**config.mk**
```make
export PLATFORM = sky130hd
export DESIGN_NAME = instr_sequencer
export DESIGN_NICKNAME = d
export VERILOG_FILES = /design/src/rtl/cpu_pkg.sv /design/src/rtl/instr_decoder.sv /design/src/rtl/instr_sequencer.sv
export SDC_FILE = /design/constraint.sdc
export NUM_CORES = 1
export LEC_CHECK = 0
export ABC_AREA = 1
export ABC_CLOCK_PERIOD_IN_PS = 1600
export CAP_MARGIN = 0
export CORE_ASPECT_RATIO = 1.5
export CORE_UTILIZATION = 35
export CTS_CLUSTER_DIAMETER = 100
export DETAILED_ROUTE_END_ITERATION = 10
export PLACE_DENSITY = 0.85
export RECOVER_POWER = 50
export SLEW_MARGIN = 25
export SYNTH_ARGS = -nofsm -noshare
export SYNTH_HDL_FRONTEND = slang
export SYNTH_HIERARCHICAL = 1
export SYNTH_SLANG_ARGS = --single-unit
```
**constraint.sdc**
```tcl
create_clock -name clk -period 1.6 [get_ports clk]
set_input_delay 0.32 -clock clk [delete_from_list [all_inputs] [get_ports clk]]
set_output_delay 0.32 -clock clk [all_outputs]
set_load 0.05 [all_outputs]
```
**src/rtl/cpu_pkg.sv**
```systemverilog
// rtl/cpu_pkg.sv - shared state, opcode and datapath-control encodings for the instruction sequencer
package cpu_pkg;

    typedef enum logic [2:0] {
        WAIT,
        DECODE,
        GET_A,
        GET_B,
        ALU,
        WB_REG,
        WR_IMM
    } state_t;

    localparam logic [2:0] OPC_MOV    = 3'b110;
    localparam logic [2:0] OPC_ALU    = 3'b101;

    localparam logic [1:0] OP_MOV_IMM = 2'b10;
    localparam logic [1:0] OP_MOV_REG = 2'b00;
    localparam logic [1:0] OP_ADD     = 2'b00;
    localparam logic [1:0] OP_CMP     = 2'b01;
    localparam logic [1:0] OP_AND     = 2'b10;
    localparam logic [1:0] OP_MVN     = 2'b11;

    localparam logic [1:0] VSEL_C     = 2'b00;
    localparam logic [1:0] VSEL_IMM8  = 2'b10;

    localparam logic [1:0] ALU_ADD    = 2'b00;
    localparam logic [1:0] ALU_SUB    = 2'b01;
    localparam logic [1:0] ALU_AND    = 2'b10;
    localparam logic [1:0] ALU_NOTB   = 2'b11;

    // Sign-extend an 8-bit field to the 16-bit datapath width
    function automatic logic [15:0] sext8(input logic [7:0] v);
        return {{8{v[7]}}, v};
    endfunction

    // Sign-extend a 5-bit field to the 16-bit datapath width
    function automatic logic [15:0] sext5(input logic [4:0] v);
        return {{11{v[4]}}, v};
    endfunction

endpackage

```
**src/rtl/instr_decoder.sv**
```systemverilog
// rtl/instr_decoder.sv - instruction field extraction and immediate sign-extension
module instr_decoder
    import cpu_pkg::*;
(
    input  logic [15:0] ir,
    output logic [2:0]  opcode,
    output logic [1:0]  op,
    output logic [2:0]  rn,
    output logic [2:0]  rd,
    output logic [1:0]  sh,
    output logic [2:0]  rm,
    output logic [15:0] sximm8,
    output logic [15:0] sximm5
);

    assign opcode = ir[15:13];
    assign op     = ir[12:11];
    assign rn     = ir[10:8];
    assign rd     = ir[7:5];
    assign sh     = ir[4:3];
    assign rm     = ir[2:0];
    assign sximm8 = sext8(ir[7:0]);
    assign sximm5 = sext5(ir[4:0]);

endmodule

```
**src/rtl/instr_sequencer.sv**
```systemverilog
// rtl/instr_sequencer.sv - instruction register, control FSM and Moore output decode
module instr_sequencer
    import cpu_pkg::*;
(
    input  logic        clk,
    input  logic        reset,
    input  logic        s,
    input  logic        load,
    input  logic [15:0] in,
    output logic        w,
    output logic [2:0]  readnum,
    output logic [2:0]  writenum,
    output logic        write,
    output logic        loada,
    output logic        loadb,
    output logic        loadc,
    output logic        loads,
    output logic        asel,
    output logic        bsel,
    output logic [1:0]  vsel,
    output logic [1:0]  shift,
    output logic [1:0]  ALUop,
    output logic [15:0] sximm8,
    output logic [15:0] sximm5
);

    state_t      state;
    logic [15:0] ir;

    logic [2:0]  opcode;
    logic [1:0]  op;
    logic [2:0]  rn;
    logic [2:0]  rd;
    logic [1:0]  sh;
    logic [2:0]  rm;

    instr_decoder u_dec (
        .ir     (ir),
        .opcode (opcode),
        .op     (op),
        .rn     (rn),
        .rd     (rd),
        .sh     (sh),
        .rm     (rm),
        .sximm8 (sximm8),
        .sximm5 (sximm5)
    );

    logic is_mov_imm;
    logic is_mov_reg;
    logic is_mvn;
    logic is_cmp;

    assign is_mov_imm = (opcode == OPC_MOV) && (op == OP_MOV_IMM);
    assign is_mov_reg = (opcode == OPC_MOV) && (op == OP_MOV_REG);
    assign is_mvn     = (opcode == OPC_ALU) && (op == OP_MVN);
    assign is_cmp     = (opcode == OPC_ALU) && (op == OP_CMP);

    // IR capture (only while idle) and state transitions; reset drops any in-flight writeback
    always_ff @(posedge clk) begin
        if (reset) begin
            state <= WAIT;
            ir    <= 16'h0000;
        end else begin
            case (state)
                WAIT: begin
                    if (load)
                        ir <= in;
                    if (s)
                        state <= DECODE;
                end
                DECODE: begin
                    if (is_mov_imm)
                        state <= WR_IMM;
                    else if (is_mov_reg || is_mvn)
                        state <= GET_B;
                    else if (opcode == OPC_ALU)
                        state <= GET_A;
                    else
                        state <= WAIT;
                end
                GET_A:   state <= GET_B;
                GET_B:   state <= ALU;
                ALU:     state <= is_cmp ? WAIT : WB_REG;
                WB_REG:  state <= WAIT;
                WR_IMM:  state <= WAIT;
                default: state <= WAIT;
            endcase
        end
    end

    // Moore output decode from state and the held instruction
    always_comb begin
        w        = 1'b0;
        readnum  = 3'd0;
        writenum = 3'd0;
        write    = 1'b0;
        loada    = 1'b0;
        loadb    = 1'b0;
        loadc    = 1'b0;
        loads    = 1'b0;
        asel     = 1'b0;
        bsel     = 1'b0;
        vsel     = VSEL_C;
        shift    = 2'b00;
        ALUop    = ALU_ADD;
        case (state)
            WAIT: w = 1'b1;
            GET_A: begin
                readnum = rn;
                loada   = 1'b1;
            end
            GET_B: begin
                readnum = rm;
                loadb   = 1'b1;
            end
            ALU: begin
                shift = sh;
                // Single-operand ops pass B through against a zeroed A
                asel  = is_mov_reg || is_mvn;
                ALUop = is_mov_reg ? ALU_ADD : op;
                loads = is_cmp;
                loadc = !is_cmp;
            end
            WB_REG: begin
                writenum = rd;
                write    = 1'b1;
                vsel     = VSEL_C;
            end
            WR_IMM: begin
                writenum = rn;
                write    = 1'b1;
                vsel     = VSEL_IMM8;
            end
            default: ;
        endcase
    end

endmodule
```
# Yosys cells after proc, flatten, opt, wreduce, memory -nomap -nowiden

Cells that the tools add are included.

Add/sub/neg operators: 0
$mul: 0
Div/mod/pow operators: 0
Order comparisons: 0
Equal/unequal tests: 12
Shift operators: 0
Mux-type cells: 19
Bitwise operators: 0
Reduce and logical (&&, ||, !) cells: 10

Operator list:

| cell                                                                   | count |
|---|---|
| 3-bit equality test (second input constant)                            | 5 |
| 3-bit case mux with 5 select lines                                     | 1 |
| 2-bit two-way mux                                                      | 6 |
| 3-bit case mux with 2 select lines                                     | 2 |
| 3-bit two-way mux                                                      | 3 |
| 1-bit two-way mux                                                      | 7 |
| 3-bit by 2-bit equality test with 1-bit output (second input constant) | 2 |
| 2-bit equality test (second input constant)                            | 2 |
| 1-bit logical AND                                                      | 4 |
| 3-bit by 1-bit equality test with 1-bit output (second input constant) | 1 |
| 3-bit logical NOT                                                      | 1 |
| 2-bit by 1-bit equality test with 1-bit output (second input constant) | 1 |
| 2-bit logical NOT                                                      | 1 |
| 2-bit != test (second input constant)                                  | 1 |
| 2-bit AND reduction                                                    | 1 |
| 2-bit OR reduction                                                     | 1 |
| 1-bit logical NOT                                                      | 1 |
| 1-bit logical OR                                                       | 1 |

Register bits: 19
Bits in latches: 0
Memory bits (writable): 0
Bits in read-only memories: 0
Output and inout port bits: 52
Memories: 0

# Longest topological paths before layout

Depth in word-level cells: 6
Gate-level depth with buffers: 8

# Hierarchy

Netlist, hierarchy kept.

Modules (own cells, without submodules):

| module          | instances | cells an instance | area each (um^2) | sequential area each (um^2) |
|---|---|---|---|---|
| instr_sequencer | 1         | 151               | 1,008.5          | 380.4 |
| instr_decoder   | 1         | 48                | 360.3            | 0.0 |

# Worst setup path after synthesis

Ideal clock, no wire load.

Kind: register to output
From: register state[2]
To: output port readnum[0]
Data arrival time: 1.771 ns
Slack: -0.491 ns
Cell stages (with the launch flop): 5
Path through: dfxtp_1 > buf_4 > nor2_1 > nand2_1 > o21ai_0

Cells in the longest elaborated chain, start to end: 2
Elaborated cells between the ends (all ways): 3
Classes of those cells: eq/ne: 2; mux: 1

RTL lines:

| item                                           | RTL line               | text |
|---|---|---|
| start, declared                                | instr_sequencer.sv:27  | `state_t state;` |
| start signal, assigned                         | instr_sequencer.sv:84  | `ALU: state <= is_cmp ? WAIT : WB_REG;` |
| 3-bit by 2-bit equality test with 1-bit output | instr_sequencer.sv:107 | `case (state)` |
| 3-bit case mux with 2 select lines (*)         | instr_sequencer.sv:107 |  |
| end, declared                                  | instr_sequencer.sv:11  | `output logic [2:0] readnum,` |

Mark *: on every way between the ends. The rest lies on a longest branch, timed or not.

# Worst setup path in the final report

From: register state[1]
To: output port asel

Cells in the longest elaborated chain, start to end: 2

RTL lines:

| item                | RTL line               | text |
|---|---|---|
| 3-bit equality test | instr_sequencer.sv:107 |  |
| 1-bit two-way mux   | instr_sequencer.sv:107 |  |
| end, declared       | instr_sequencer.sv:18  | `output logic asel,` |

No other way between the ends.

==> flow_summary.yaml <==
clock_network:
  tritoncts: "yes"
  clk_latency_ns: 0.26
  cts_hold_buf: 0
  numClockSinks: 19
  root_buffer: "clkbuf_8"
  path_clk_slew_ns: 0.07
  cts_buffers: 3
  h-tree-depth: 1
  clockBufferDepth: 2
grt:
  grt_pass1_vias: 1142
  grt_pass1_wl_um: 5190
  grt_usage_pct: 16.9
  grt_max_degree: 19
  grt.overflow.total: 0
  antenna_found_initial: 0
floorplan:
  die_y_um: 78.6
  core_um2: 3720
  die_area_um2: 4170
  die_w_um: 53.1
  row_count: 27
  io_pins: 72
  initial_core_util_pct: 36.8
synth:
  ys.flop_type: "dfxtp_1"
  seq_area_frac_synth_pct: 27.8
  synth_area_leaders: "buf_4 28%, dfxtp_1 28%, nand2_1 9.3%"
  syn_inst: 199
  async_flop_share_pct: 0
  syn_area_um2: 1370
  synth-seq-cells: 19
  yosys.cell_count.top_type: "buf_4"
  syn-mean-instance-area_um2: 6.88
  yosys_warnings: 6
  synth_top_area_share_pct: 28.0
  synth_edf_count: 0
  synthTopCellsByCount: "51 x buf_4, 34 x nand2_1, 22 x nand3_1"
  synth_cell_types: 18
  yosysTopAreaCell: "buf_4"
setup_path:
  critical_path_depth: 6
  arrival_ns: 1.33
  cp_common_cell: "inv_4"
  critPathCapture: "asel"
  path_class: "flip-flop to output port"
  crit_chain: "inv_4 -> nand2_4 -> nor2_4 -> inv_4 -> a21oi_4 -> buf_12"
  crit_start: "state[1]"
  rrSetupSlack_ns: 0.07
  cp_max_fo: 6
  reg2reg_from: "state[2]"
  worstSetupStartpointType: "flip-flop"
  r2r-end: "ir[13]"
  cp-end-kind: "output port"
  r2r_cells: 6
  cp_data_required_time_ns: 1.28
  path_buf_inv: 3
  cpLargestDelayFamily: "flip-flops"
  critPathMaxStageDelay_ns: 0.37
  critical-path-slowest-cell: "dfxtp_2"
timing:
  post-route-period-util_pct: 103
  worst_pin_slew_ns: 0.602
  setup_viol: 6
  finalMaxSlewViolations: 0
  fin_ws_ns: -0.0460
  period_needed_ns: 1.65
  hold_viol: 0
  fin_skew_ns: 0.00234
  clock.fmax_ghz: 0.608
  max_slew_margin_pct: 60.0
  rsz0062_at_grt: "yes"
pwr:
  intPower_uw: 942
  total_power_uw: 1490
  switching_share_pct: 36.8
  p_comb_share_pct: 41.9
  pwr_density_cell_nw_per_um2: 652
  ir_worst_vdd_mv: 0.585
  clkPwrFrac_pct: 22.6
  p_leak_uw: 0.000996
  power_switching_uw: 548
  seq_power_share_pct: 35.6
final_layout:
  drive_gt1_share_pct: 39.6
  area_growth_pct: 67.0
  nets: 248
  antennaDiodeCount: 0
  postLayoutCoreUtil_pct: 61.5
min_path:
  min_path_type: "flip-flop to flip-flop"
detailed_routing:
  via_count: 1250
  wl_um: 3340
  postRouteAntennaNets: 0
  drcViolationCount: 0
  routedWlPerCell_um: 12.4
  firstDrtPassIters: 4
  via_per_inst: 4.63
  dr.first_iter.drc_count: 41
place:
  io_buffers: 69
  gp_congestion: 0.841
  dp_hpwl_um: 2640
status:
  violations: "setup timing"
  status: "finished with violations"
job:
  drv_cap: 0
per-layer routing:
metal / GRT usage [%] / vias up / wire length, µm
li1: - / 631 / -
met4: 7.63 / 0 / 45
met3: 2.71 / 5 / 147
met2: 31.6 / 44 / 1870
met5: 0 / - / 0
met1: 17.3 / 570 / 1270
sequential cells by signal, summed over array words and instances, names as in the netlist:
signal	count
state	3
ir	16
power groups by stage:
stage               clock [µW]  sequential, µW  combinational [µW]
floorplan                    0             536                 442
global placement             0             542                 640
detailed placement           0             544                 646
CTS                        342             535                 653
global route               369             534                 652
finish                     336             530                 624
cells in the final DEF, fill, tap and decap left out, types with 4 or more instances in the layout:
master / count
nand2_2: 4
dlymetal6s2s_1: 5
buf_12: 37
nor2_2: 5
nor2_1: 4
buf_4: 9
nand3_1: 19
nand2_1: 31
inv_1: 17
a21oi_1: 19
dfxtp_1: 15
clkdlybuf4s50_1: 19
dfxtp_2: 4
worst min-delay path, cell delays in order (launching register included):
cell and delay, ns:
dfxtp_1 0.31, nand2_1 0.06, a21oi_1 0.05
how the worst min path moves through the flow:
stage	from	to	slack [ns]	depth (start not counted)
finish	ir[10]	ir[10]	0.46	2
global placement	ir[9]	ir[9]	0.45	2
detailed placement	ir[10]	ir[10]	0.45	2
floorplan	ir[10]	ir[10]	0.44	2
global route	ir[10]	ir[10]	0.48	2
CTS	ir[10]	ir[10]	0.47	2
per-stage QoR:
stage	hold WS, ns	std cells	worst slack, ns	setup TNS (ns)	cell area [µm²]
detailed placement	0.455	263	0.0513	0	2220
global route	0.482	270	-0.106	-1.05	2290
global placement	0.449	263	0.130	0	2220
floorplan	0.439	200	-0.159	-0.955	1410
finish	0.463	270	-0.0460	-0.195	2290
CTS	0.466	267	-0.0263	-0.135	2340
cell type report:
cell class	instances	area, µm²
Tap cell	43	53.8
Clock buffer	3	41.3
Clock inverter	1	7.51
Fill cell	288	1430
Inverter	22	93.8
Timing Repair Buffer	80	1120
Multi-Input combinational cell	102	579
Sequential cell	19	385
cells by family (layout without fill, tap and decap cells):
group | after synthesis | in the layout | synth area share (%)
AND/OR/NAND/NOR | 72 | 72 | 24.1
buffers and inverters | 79 | 106 | 37.0
other | 1 | 2 | 0.274
flip-flops | 19 | 19 | 27.8
AO/OA/AOI/OAI | 28 | 28 | 10.8
timing repair:
action,4_1_cts,5_1_grt
setup endpoints to repair,13,15
pin swaps,1,3
gates resized for setup,23,8
buffers inserted,0,3
No activity file was read; power rests on OpenSTA's default activity.
